[src/rtl/riscv_mem_pkg.sv]
// Shared encodings for the memory-stage load/store path.
package riscv_mem_pkg;

  localparam int XLEN = 32;

  localparam logic [2:0] F3_B  = 3'b000;
  localparam logic [2:0] F3_H  = 3'b001;
  localparam logic [2:0] F3_W  = 3'b010;
  localparam logic [2:0] F3_BU = 3'b100;
  localparam logic [2:0] F3_HU = 3'b101;

  typedef enum logic {
    IDLE = 1'b0,
    BUSY = 1'b1
  } lsu_state_t;

endpackage

[src/rtl/lsu_load_align.sv]
// Load lane selection and sign/zero extension of the returned bus word.
module lsu_load_align
  import riscv_mem_pkg::*;
(
  input  logic [XLEN-1:0] rdata,
  input  logic [1:0]      addr,
  input  logic [2:0]      funct3,
  output logic [XLEN-1:0] result
);

  logic [XLEN-1:0] shifted;

  assign shifted = rdata >> {addr, 3'b000};

  always_comb begin
    result = rdata;
    case (funct3)
      F3_B:    result = {{24{shifted[7]}}, shifted[7:0]};
      F3_BU:   result = {24'b0, shifted[7:0]};
      F3_H:    result = {{16{shifted[15]}}, shifted[15:0]};
      F3_HU:   result = {16'b0, shifted[15:0]};
      default: result = rdata;
    endcase
  end

endmodule

[src/rtl/memory_access_unit.sv]
// M-stage load/store unit: bus request, byte enables, stall and timeout.
// state | meaning
// IDLE  | no transaction outstanding; a legal access issues combinationally
// BUSY  | request outstanding, waiting for dmem_ack or timeout
module memory_access_unit
  import riscv_mem_pkg::*;
#(
  parameter int TIMEOUT_CYCLES = 16,
  parameter int CNT_W          = 8
) (
  input  logic        clock,
  input  logic        reset,
  input  logic        MemReadM,
  input  logic        MemWriteM,
  input  logic [2:0]  Funct3M,
  input  logic [31:0] AluResultM,
  input  logic [31:0] WriteDataM,
  output logic [31:0] ReadDataM,
  output logic        StallM,
  output logic        MisalignedM,
  output logic        BusErrorM,
  output logic        dmem_req,
  output logic        dmem_we,
  output logic [31:0] dmem_addr,
  output logic [3:0]  dmem_be,
  output logic [31:0] dmem_wdata,
  input  logic [31:0] dmem_rdata,
  input  logic        dmem_ack
);

  localparam bit TO_EN = (TIMEOUT_CYCLES != 0);
  localparam logic [CNT_W-1:0] CNT_LAST = CNT_W'(TO_EN ? TIMEOUT_CYCLES - 1 : 0);

  lsu_state_t      state;
  logic [CNT_W-1:0] cnt;
  logic            access, is_store, legal, busy, timeout;
  logic [3:0]      be_raw;
  logic [31:0]     load_data;

  assign access   = MemReadM | MemWriteM;
  assign is_store = MemWriteM;
  assign busy     = (state == BUSY);

  always_comb begin
    legal = 1'b0;
    case (Funct3M)
      F3_B:    legal = 1'b1;
      F3_BU:   legal = !is_store;
      F3_H:    legal = !AluResultM[0];
      F3_HU:   legal = !is_store & !AluResultM[0];
      F3_W:    legal = (AluResultM[1:0] == 2'b00);
      default: legal = 1'b0;
    endcase
  end

  // cnt counts wait cycles including the issue cycle, so the error lands in
  // cycle TIMEOUT_CYCLES of the transaction.
  assign timeout     = busy & !dmem_ack & TO_EN & (cnt >= CNT_LAST);
  assign dmem_req    = !reset & (busy | (access & legal));
  assign MisalignedM = !reset & !busy & access & !legal;
  assign BusErrorM   = !reset & timeout;
  assign StallM      = dmem_req & !dmem_ack & !timeout;

  assign dmem_we   = is_store;
  assign dmem_addr = {AluResultM[31:2], 2'b00};
  assign dmem_be   = dmem_req ? be_raw : 4'b0000;

  always_comb begin
    be_raw     = 4'b1111;
    dmem_wdata = WriteDataM;
    case (Funct3M[1:0])
      2'b00: begin
        be_raw     = 4'b0001 << AluResultM[1:0];
        dmem_wdata = {4{WriteDataM[7:0]}};
      end
      2'b01: begin
        be_raw     = AluResultM[1] ? 4'b1100 : 4'b0011;
        dmem_wdata = {2{WriteDataM[15:0]}};
      end
      default: begin
        be_raw     = 4'b1111;
        dmem_wdata = WriteDataM;
      end
    endcase
  end

  lsu_load_align u_align (
    .rdata  (dmem_rdata),
    .addr   (AluResultM[1:0]),
    .funct3 (Funct3M),
    .result (load_data)
  );

  assign ReadDataM = (dmem_req & dmem_ack & !is_store) ? load_data : 32'h0;

  always_ff @(posedge clock) begin
    if (reset) begin
      state <= IDLE;
      cnt   <= '0;
    end else begin
      case (state)
        IDLE: begin
          if (dmem_req & !dmem_ack) begin
            state <= BUSY;
            cnt   <= CNT_W'(1);
          end
        end
        BUSY: begin
          if (dmem_ack | timeout) state <= IDLE;
          else                    cnt   <= cnt + CNT_W'(1);
        end
        default: state <= IDLE;
      endcase
    end
  end

endmodule
[config.mk]
export PLATFORM = sky130hd
export DESIGN_NAME = memory_access_unit
export DESIGN_NICKNAME = d
export VERILOG_FILES = /design/src/rtl/riscv_mem_pkg.sv /design/src/rtl/lsu_load_align.sv /design/src/rtl/memory_access_unit.sv
export SDC_FILE = /design/constraint.sdc
export NUM_CORES = 1
export LEC_CHECK = 0
export CORE_MARGIN = 2
export CORE_UTILIZATION = 29
export DETAILED_ROUTE_END_ITERATION = 7
export GPL_ROUTABILITY_DRIVEN = 0
export GPL_TIMING_DRIVEN = 0
export HOLD_SLACK_MARGIN = 0.08
export PLACE_DENSITY_LB_ADDON = 0.05
export RECOVER_POWER = 25
export SLEW_MARGIN = 20
export SYNTH_ARGS = -nofsm -noshare
export SYNTH_HDL_FRONTEND = slang
export SYNTH_SLANG_ARGS = --single-unit
[constraint.sdc]
create_clock -name clock -period 2.03 [get_ports clock]
set_clock_uncertainty 0.05 [all_clocks]
set_input_delay 0.203 -clock clock [delete_from_list [all_inputs] [get_ports clock]]
set_output_delay 0.203 -clock clock [all_outputs]
set_load 0.05 [all_outputs]
==> results of run 1 <==
[power groups by stage]
| stage | Combinational [mW] | Sequential [mW] | Clock (mW) |
|---|---|---|---|
| 2_1_floorplan | 0.679 | 0.186 | 0 |
| 3_3_place_gp | 1.07 | 0.187 | 0 |
| 3_5_place_dp | 1.07 | 0.187 | 0 |
| 4_1_cts | 1.10 | 0.184 | 0.209 |
| 5_1_grt | 1.15 | 0.185 | 0.221 |
| 6_report | 1.09 | 0.184 | 0.204 |
[synth_stat cells, drive strengths merged]
cell	instances	area (um2)
conb	1	3.75
mux2i	13	130
o211ai	1	7.51
buf	44	328
a21boi	1	7.51
a211oi	3	22.5
nor2	14	52.6
a22oi	11	82.6
a22o	4	35.0
ha	1	12.5
or4	2	18.8
clkbuf	16	60.1
nand2	37	139
nor3	6	35.0
mux2	23	259
a311o	1	10.0
and2	3	18.8
xnor2	1	8.76
nand2b	4	25.0
a2111oi	1	27.5
a211o	2	17.5
inv	5	18.8
or2	8	50.1
a221oi	3	26.3
nand3b	2	15.0
nor2b	4	25.0
dfxtp	9	180
a221o	1	10.0
a32oi	1	8.76
and4bb	1	12.5
or3	1	6.26
a21oi	34	170
nand3	3	15.0
a21o	1	7.51
mux4	1	22.5
o21ai	9	45.0
and3	1	6.26
nor3b	1	7.51
a31oi	2	12.5
nor4	2	12.5
o21a	1	7.51
[what timing repair did]
action                                  CTS  global route
gates cloned                              4             0
gates resized for setup                 390            16
endpoints found under the hold margin     0             0
pin swaps                                 7             4
endpoints found under the setup margin   67            37
buffers inserted                         11             1
[cells by family (layout without fill, tap and decap cells)]
kind of cell	after synthesis	in the layout	synth area share, %
buffers and inverters	65	259	20.7
multiplexers	37	37	21.0
AO/OA/AOI/OAI	76	76	25.4
flip-flops	9	9	9.19
adder cells (fa/ha/maj)	1	1	0.638
other	1	2	0.191
XOR/XNOR	1	1	0.447
AND/OR/NAND/NOR	89	89	22.4
[registers in the layout, indices dropped and copies added (netlist names)]
register / count
cnt: 8
busy: 1
[cell type report]
type                            count  area [um2]
Clock buffer                        4        45.0
Tap cell                           77        96.3
Sequential cell                     9         180
Fill cell                         531        1890
Inverter                            5        18.8
Timing Repair Buffer              191        1910
Multi-Input combinational cell    206        1810
Buffer                             59         513
[worst paths after layout]
path,startpoint,slack [ps],endpoint,depth (start not counted)
setup reg to reg,cnt[5],230,cnt[2],4
hold / removal,reset,310,cnt[7],2
hold reg to reg,cnt[4],400,cnt[4],1
setup / recovery,Funct3M[0],-20,ReadDataM[13],8
[layer usage]
layer	routed length (um)	up-vias	track usage (%)
li1	-	1352	-
met1	3370	1312	25.1
met4	27	2	1.99
met2	4750	122	45.5
met3	793	4	6.19
met5	13	-	0
==> results_dict.tcl, run 1 <==
set metrics [dict create \
    internal-power_mw 0.763 \
    gr-total-overflow 0 \
    worstPathMaxFanout 5 \
    dp_worst_setup_slack_ps -1840 \
    die_h_um 86.2 \
    dp.final_hpwl_mm 6.95 \
    fmax_mhz 489 \
    ctsRootBufferMaster "clkbuf_8" \
    startpoint_type "input port" \
    drive_above_1_share_pct 45.1 \
    syn_avg_cell_area_um2 7.03 \
    cp-end-kind "primary output" \
    path_delay_family "buffers and inverters" \
    nets 580 \
    stdcell_area_um2 4570 \
    combPwrFrac_pct 73.8 \
    powerDensity_nw_per_um2 324 \
    hold_slack_ps 306 \
    utilization_pct 70.8 \
    ctsHoldBuffers 0 \
    period_share_pct 101 \
    dp_cells 532 \
    p_leak_nw 1.91 \
    first_pass_iters 4 \
    cts_tree "done" \
    setup.worst_path.class "in -> out" \
    grt_pass1_vias 2919 \
    wirelength_mm 8.95 \
    ir_drop_mv 0.514 \
    via_per_inst 5.07 \
    core_area_um2 6460 \
    cpPeakStageDelay_ps 550 \
    switching_share_pct 48.5 \
    num_vias 2792 \
    grt_util_all_layers_pct 23.0 \
    fin_ws_ps -15.6 \
    h-tree-depth 1 \
    clkTransAtPathRegs_ps 50 \
    layout_commonest_cell "clkdlybuf4s50_1" \
    portBuffers 175 \
    synth_area_um2 1960 \
    p_switching_mw 0.720 \
    drtAntennaViolNets 0 \
    tightest_slew_ps 685 \
    num_rows 29 \
    period_minus_slack_ps 2050 \
    yosys_warnings 0 \
    clkSinkCount 9 \
    cp_num_buf_inv 4 \
    start_util_pct 30.4 \
    syn_to_final_growth_pct 133 \
    post_drt_wl_per_cell_um 16.2 \
    rsz0062_at_grt "yes" \
    syn_inst 279 \
    clkLatencyLatePin_ps 230 \
    clkPwrFrac_pct 13.8 \
    dieWidth_um 86.2 \
    failed_checks "setup timing" \
    drt-initial-drc-count 128 \
    diodes 0 \
    grt_max_degree 11 \
    die_area_um2 7430 \
    seqPwrFrac_pct 12.4 \
    place_area_um2 4180 \
    path_cells "buf_12, or4_4, a21boi_2, o211ai_1, buf_4, clkbuf_16, a21oi_4, buf_6" \
    p_total_mw 1.48 \
    cp_data_arrival_time_ps 1790 \
    drcViolationCount 0 \
    layout_common_cells "81 x clkdlybuf4s50_1, 54 x buf_4, 37 x nand2_1" \
    maxCapViolCount 0 \
    setup-violations-final 5 \
    critPathSlowestCell "or4_4" \
    worstPathRequired_ps 1780 \
    finalHoldViolations 0 \
    tns_ps -24.6 \
    finalNonFillerCells 551 \
    relSlewSlack_pct 54.3 \
    ios 209 \
    seq_area_frac_synth_pct 9.19 \
    cts.path.max_buffers 2 \
    cts_buffers 3 \
    min_path_type "in -> reg" \
    antenna_found_initial 1 \
    finalMaxSlewViolations 0 \
    grt_pass1_wl_mm 14.0 \
    outcome "complete, but fails checks" \
    synth_cell_types 46 \
    ys_ff_latch 9 \
]
Note: power is estimated with default switching activity, not from simulation.
==> run 2: changes to the inputs <==
--- a/config.mk
+++ b/config.mk
@@ -13,7 +13,7 @@
 export HOLD_SLACK_MARGIN = 0.08
 export PLACE_DENSITY_LB_ADDON = 0.05
 export RECOVER_POWER = 25
-export SLEW_MARGIN = 20
+export SLEW_MARGIN = 0
 export SYNTH_ARGS = -nofsm -noshare
 export SYNTH_HDL_FRONTEND = slang
 export SYNTH_SLANG_ARGS = --single-unit
==> results of run 2 <==
The final DEF is identical to that of run 1; final timing and power are the same.
==> run 3: changes to the inputs <==
--- a/config.mk
+++ b/config.mk
@@ -5,6 +5,7 @@
 export SDC_FILE = /design/constraint.sdc
 export NUM_CORES = 1
 export LEC_CHECK = 0
+export ABC_CLOCK_PERIOD_IN_PS = 2029
 export CORE_MARGIN = 2
 export CORE_UTILIZATION = 29
 export DETAILED_ROUTE_END_ITERATION = 7
==> results of run 3 <==
The final DEF is identical to that of run 1; final timing and power are the same.
==> variant 1 (flow settings as in run 2) <==
Put a register stage on the output `BusErrorM`, with the module's reset. The value now appears one clock later. The other outputs are not delayed to match.
--- a/src/rtl/memory_access_unit.sv
+++ b/src/rtl/memory_access_unit.sv
@@ -58,7 +58,13 @@
   assign timeout     = busy & !dmem_ack & TO_EN & (cnt >= CNT_LAST);
   assign dmem_req    = !reset & (busy | (access & legal));
   assign MisalignedM = !reset & !busy & access & !legal;
-  assign BusErrorM   = !reset & timeout;
+  always_ff @(posedge clock) begin
+    if (reset) begin
+      BusErrorM <= '0;
+    end else begin
+      BusErrorM <= !reset & timeout;
+    end
+  end
   assign StallM      = dmem_req & !dmem_ack & !timeout;
 
   assign dmem_we   = is_store;
Behaviour: same outputs for any inputs over 10 cycles, from zero or initial values and one cycle with reset high; that may be too few to reach the edited logic, so the function may still have changed.
==> variant 1 against run 2 <==
  * The flow still finishes with violations (negative setup slack)
  * Register-to-register slack improved by 310 ps
  * Sequential power rose by 9%
  * Routed wire length rose by 7.3%
  * Maximum frequency fell by 8.2%
  * Via count rose by 7.9%
  * Power rose by 7.9%
  * Design area rose by 5.5%
  * Area after synthesis rose by 8.4%
  * Non-clock buffer count rose by 5
  * Worst setup slack got worse by 180 ps
  * Clock power rose by 25%
  * Sequential cell count rose by 1
==> variant 1: results (changes against run 2) <==
| Metric | Value |
|---|---|
| Critical Path AT | 1980 ps (+190 ps) |
| Hold Crit Class | input pin to register |
| Post-synth top cells | buf_4 (41), mux2_2 (29), nand2_1 (26) |
| R2R Setup Slk | 540 ps (+310 ps) |
| Worst hold path depth | 3 (+1) |
| Final Worst Setup Slack | -199 ps (-183 ps) |
| Critical Path Max Stage Delay | 490 ps (-60 ps) |
| CP max-delay cell | mux4_2 |
| Post-DP HPWL | 7410 µm (+6.6%) |
| Ys async rst share | 0% (unchanged) |
| Final WL | 9600 µm (+7.3%) |
| Yosys cell types | 40 (-13%) |
| GR Util All Layers | 21.9% (-1.0 points) |
| Run status | finished, violations left |
| Vias in the first global route | 2913 (-0.21%) |
| Max_slew headroom | 64.0% (+9.6 points) |
| Initial antenna violation count | 2 (+1) |
| First-pass GRT wire length | 13700 µm (-1.8%) |
| Final setup TNS | -3840 ps (-3810 ps) |
| Drt pass-1 iters | 5 (+1) |
| P_leak | 1.95 nW (+2.3%) |
| IR drop worst, VDD | 0.000197 V (-62%) |
| Ratio of cells with drive above 1 in the final layout | 44.1% (-1.1 points) |
| I/O Buffers | 174 (-0.57%) |
| Critical path fanouts, max | 8 (+3) |
| Post-synthesis sequential area ratio | 9.42% (+0.23 points) |
| Synth top area cells | mux2_2 (15%), buf_4 (14%), dfxtp_1 (9.4%), nor2b_1 (5.9%), nand2_1 (4.6%) |
| # setup viols final | 32 (+27) |
| Placed instance area | 0.00442 mm² (+5.7%) |
| Failing checks | negative setup slack |
| Initial DRC count | 153 (+20%) |
| Max clock buf depth | 2 (unchanged) |
[variant 1: power by group]
group	switching (mW)	total [mW]	leakage (nW)	internal, mW
clock	0.0844	0.255	0.0288	0.171
sequential	0.00180	0.201	0.0807	0.199
combinational	0.676	1.14	1.84	0.468
[variant 1: area by class of cell]
type                    instances  area [µm²]
well taps                      99         124
clock buffers                   4        55.1
multi-input cells             223        1970
flip-flops and latches         10         200
fillers                       610        2350
inverters                       5        18.8
repair buffers                190        1950
diodes                          2        5.00
plain buffers                  65         503
[variant 1: worst paths after layout]
check | end | start
setup / recovery | ReadDataM[27] | AluResultM[0]
hold / removal | cnt[1] | dmem_ack
setup reg to reg | cnt[3] | cnt[7]
hold reg to reg | cnt[6] | cnt[6]
[variant 1: cell families after synthesis]
logic type	Yosys count	share of synthesized area, %
other	1	0.176
flip-flops	10	9.42
multiplexers	39	20.7
buffers and inverters	71	20.7
AND/OR/NAND/NOR	113	28.4
adder cells (fa/ha/maj)	1	0.588
AO/OA/AOI/OAI	68	20.1
[variant 1: critical path, delay by kind of cell]
kind / cells / cell delay (ps)
AO/OA/AOI/OAI: 1 / 240
multiplexers: 2 / 790
AND/OR/NAND/NOR: 1 / 60
buffers and inverters: 5 / 680
[variant 1: per-layer routing]
layer	up-vias	global-route usage, %	part of all wire [%]
li1	1441	-	-
met1	1394	23.9	36
met2	163	41.8	53
met3	14	6.03	9.1
met4	0	4.75	1.6
met5	-	0	0
[variant 1: stage by stage]
stage | setup slack (ps) | std cells | power [mW]
after floorplan | -273 | 304 | 0.917
after global placement | -1490 | 577 | 1.31
after detailed placement | -1540 | 577 | 1.32
after CTS | -216 | 596 | 1.61
after global routing | -243 | 598 | 1.67
final | -199 | 598 | 1.60
[variant 1: repair_timing]
action | 4_1_cts | 5_1_grt
resized for setup | 388 | 30
cloned | 4 | 0
setup buffers | 12 | 3
endpoints found under the setup margin | 63 | 51
pin swaps | 10 | 8
==> variant 2 (settings of run 2) <==
Made on the original files. Change the parameter `CNT_W` from 8 to 6.
--- a/src/rtl/memory_access_unit.sv
+++ b/src/rtl/memory_access_unit.sv
@@ -6,7 +6,7 @@
   import riscv_mem_pkg::*;
 #(
   parameter int TIMEOUT_CYCLES = 16,
-  parameter int CNT_W          = 8
+  parameter int CNT_W          = 6
 ) (
   input  logic        clock,
   input  logic        reset,
Behaviour: same outputs for any inputs over 10 cycles, from zero or initial values and one cycle with reset high; that may be too few to reach the edited logic, so the function may still have changed.
==> variant 2 against run 2 <==
  * The run still ends with negative setup slack left
  * Maximum frequency down 7.5%
  * Area after synthesis is 5.1% higher
  * Power barely moved
  * Design area increased by 1.4%
  * Synthesized cell count grew 5.0%
  * Worst setup slack worse by 170 ps
  * First-iteration DRC count decreased by 13%
  * Hold slack better by 110 ps
  * Routed wire length is 7.6% higher
  * Count of clock-buffer cells in the layout unchanged
  * Non-clock buffer count up 5
  * Sequential cell count down 2
  * Critical endpoint is now ReadDataM[24]
==> variant 2: results (changes against run 2) <==
| Metric | Value |
|---|---|
| Largest net degree at the start of global routing | 11 (unchanged) |
| Initial DRC count | 111 (-13%) |
| DR vias/cell | 4.89 (-3.6%) |
| Placed instance area | 0.00431 mm² (+3.0%) |
| Met3 Usage GRT | 4.10% (-2.1 points) |
| Finished Layout Cells | 584 (+6.0%) |
| Later-pin clock latency in the skew report | roughly 220 ps |
| Critical path fanouts, max | 6 (+1) |
| DRT met1 WL | 4020 µm (+19%) |
| Final Net Count | 594 (+2.4%) |
| Critical path's top delay family | buffers and inverters |
| Post-Place Worst Slack | -1370 ps (+464 ps) |
| Hold Crit Class | input pin to register |
| Vias in the first global route | 2926 (+0.24%) |
| Met3 WL | 611 µm (-23%) |
| Number of diodes | 0 (unchanged) |
| Final Worst Setup Slack | -183 ps (-167 ps) |
| First-pass GRT wire length | 14400 µm (+2.7%) |
| Post-synthesis sequential area ratio | 6.80% (-2.4 points) |
| Num CTS Buffers | 3 (unchanged) |
| Global routing met2 resource utilization | 41.5% (-4.0 points) |
| Drt pass-1 iters | 4 (unchanged) |
| P_leak | 1.89 nW (-0.94%) |
| Root Buffer | clkbuf_8 |
| I/O Buffers | 175 (unchanged) |
| Critical Path Max Stage Delay | 530 ps (-20 ps) |
| Ys flop type | dfxtp_1 |
| Max reg flops | 6 (-2) |
| CP max-delay cell | or4_4 |
| Post-synth top cells | buf_4 (41), mux2_2 (29), nand2_1 (25) |
| Reg with most FFs | cnt |
| Met2 WL | 4990 µm (+5.0%) |
| Max clock buf depth | 2 (unchanged) |
| Run status | finished, violations left |
| Placed cells | 565 (+6.2%) |
| # setup viols final | 32 (+27) |
| Ys async rst share | 0% (unchanged) |
| CTS clk-pin slew, worst paths | 40 ps |
| Post-DP HPWL | 7460 µm (+7.3%) |
| Final WL | 9630 µm (+7.6%) |
| H-tree depth | 1 (unchanged) |
| IR drop worst, VDD | 0.000188 V (-63%) |
| Post-synth top area cell | mux2_2 |
| Cell count after synthesis | 293 (+5.0%) |
| Synth top area cells | mux2_2 (16%), buf_4 (15%), dfxtp_1 (6.8%), nor2b_1 (5.5%), nor3_1 (5.1%) |
| Yosys cell types | 46 (unchanged) |
| Critical Path AT | 1960 ps (+170 ps) |
| Top Layer Used | met4 |
| Failing checks | negative setup slack |
| GR Util All Layers | 23.0% (+0.031 points) |
| Initial antenna violation count | 0 (-1) |
| Least-Margin Pin Slew | 547 ps (-138 ps) |
| Ratio of cells with drive above 1 in the final layout | 44.9% (-0.27 points) |
| Yosys warns | 0 (unchanged) |
| EDFF count, synth | 0 (unchanged) |
| GR Layer Usage met1 | 29.7% (+4.6 points) |
| Final setup TNS | -4290 ps (-4270 ps) |
variant 2: cell count changes in the layout (fill, tap and decap cells not counted), sizes merged, moves of 4 or more:
cell | run 2 | this run
nor3 | 6 | 21
dlygate4sd2 | 13 | 17
a21oi | 34 | 17
mux2i | 13 | 9
nand2 | 37 | 25
a31oi | 2 | 8
mux2 | 23 | 29
nand2b | 4 | 0
o21ai | 9 | 13
buf | 106 | 114
nor2b | 4 | 18
nand3b | 2 | 7
variant 2: cell families after synthesis:
logic type               count (synthesis)  share of synthesized area [%]
multiplexers                            39                           21.3
other                                    1                          0.182
adder cells (fa/ha/maj)                  1                          0.607
AO/OA/AOI/OAI                           67                           22.3
AND/OR/NAND/NOR                        107                           27.4
buffers and inverters                   71                           21.4
flip-flops                               7                           6.80
variant 2: repair_timing:
| item | CTS | global route |
|---|---|---|
| endpoints found under the setup margin | 64 | 52 |
| cloned | 4 | 0 |
| resized for setup | 377 | 30 |
| pin swaps | 9 | 7 |
| buffers inserted | 12 | 0 |
variant 2: cell type report:
type                       instances  area [µm²]
timing repair buffer             191        1880
inverter                           6        22.5
fill                             573        2200
sequential                         7         140
multi-input combinational        216        1910
tap                               96         120
buffer                            64         523
clock buffer                       4        45.0
variant 2: where the power goes:
part	internal, mW	switching [mW]	leakage [nW]	total [mW]
Sequential	0.141	0.00319	0.0566	0.144
Clock	0.135	0.0560	0.0228	0.191
Combinational	0.473	0.675	1.81	1.15
Total	0.749	0.734	1.89	1.48
variant 2: final timing paths:
| kind | start | endpoint | slack (ps) | cells past startpoint |
|---|---|---|---|---|
| worst min register to register | cnt[5] | cnt[5] | 450 | 1 |
| worst max-delay path | AluResultM[0] | ReadDataM[24] | -180 | 9 |
| worst max register to register | cnt[0] | cnt[1] | 70 | 5 |
| worst min-delay path | dmem_ack | busy | 420 | 2 |
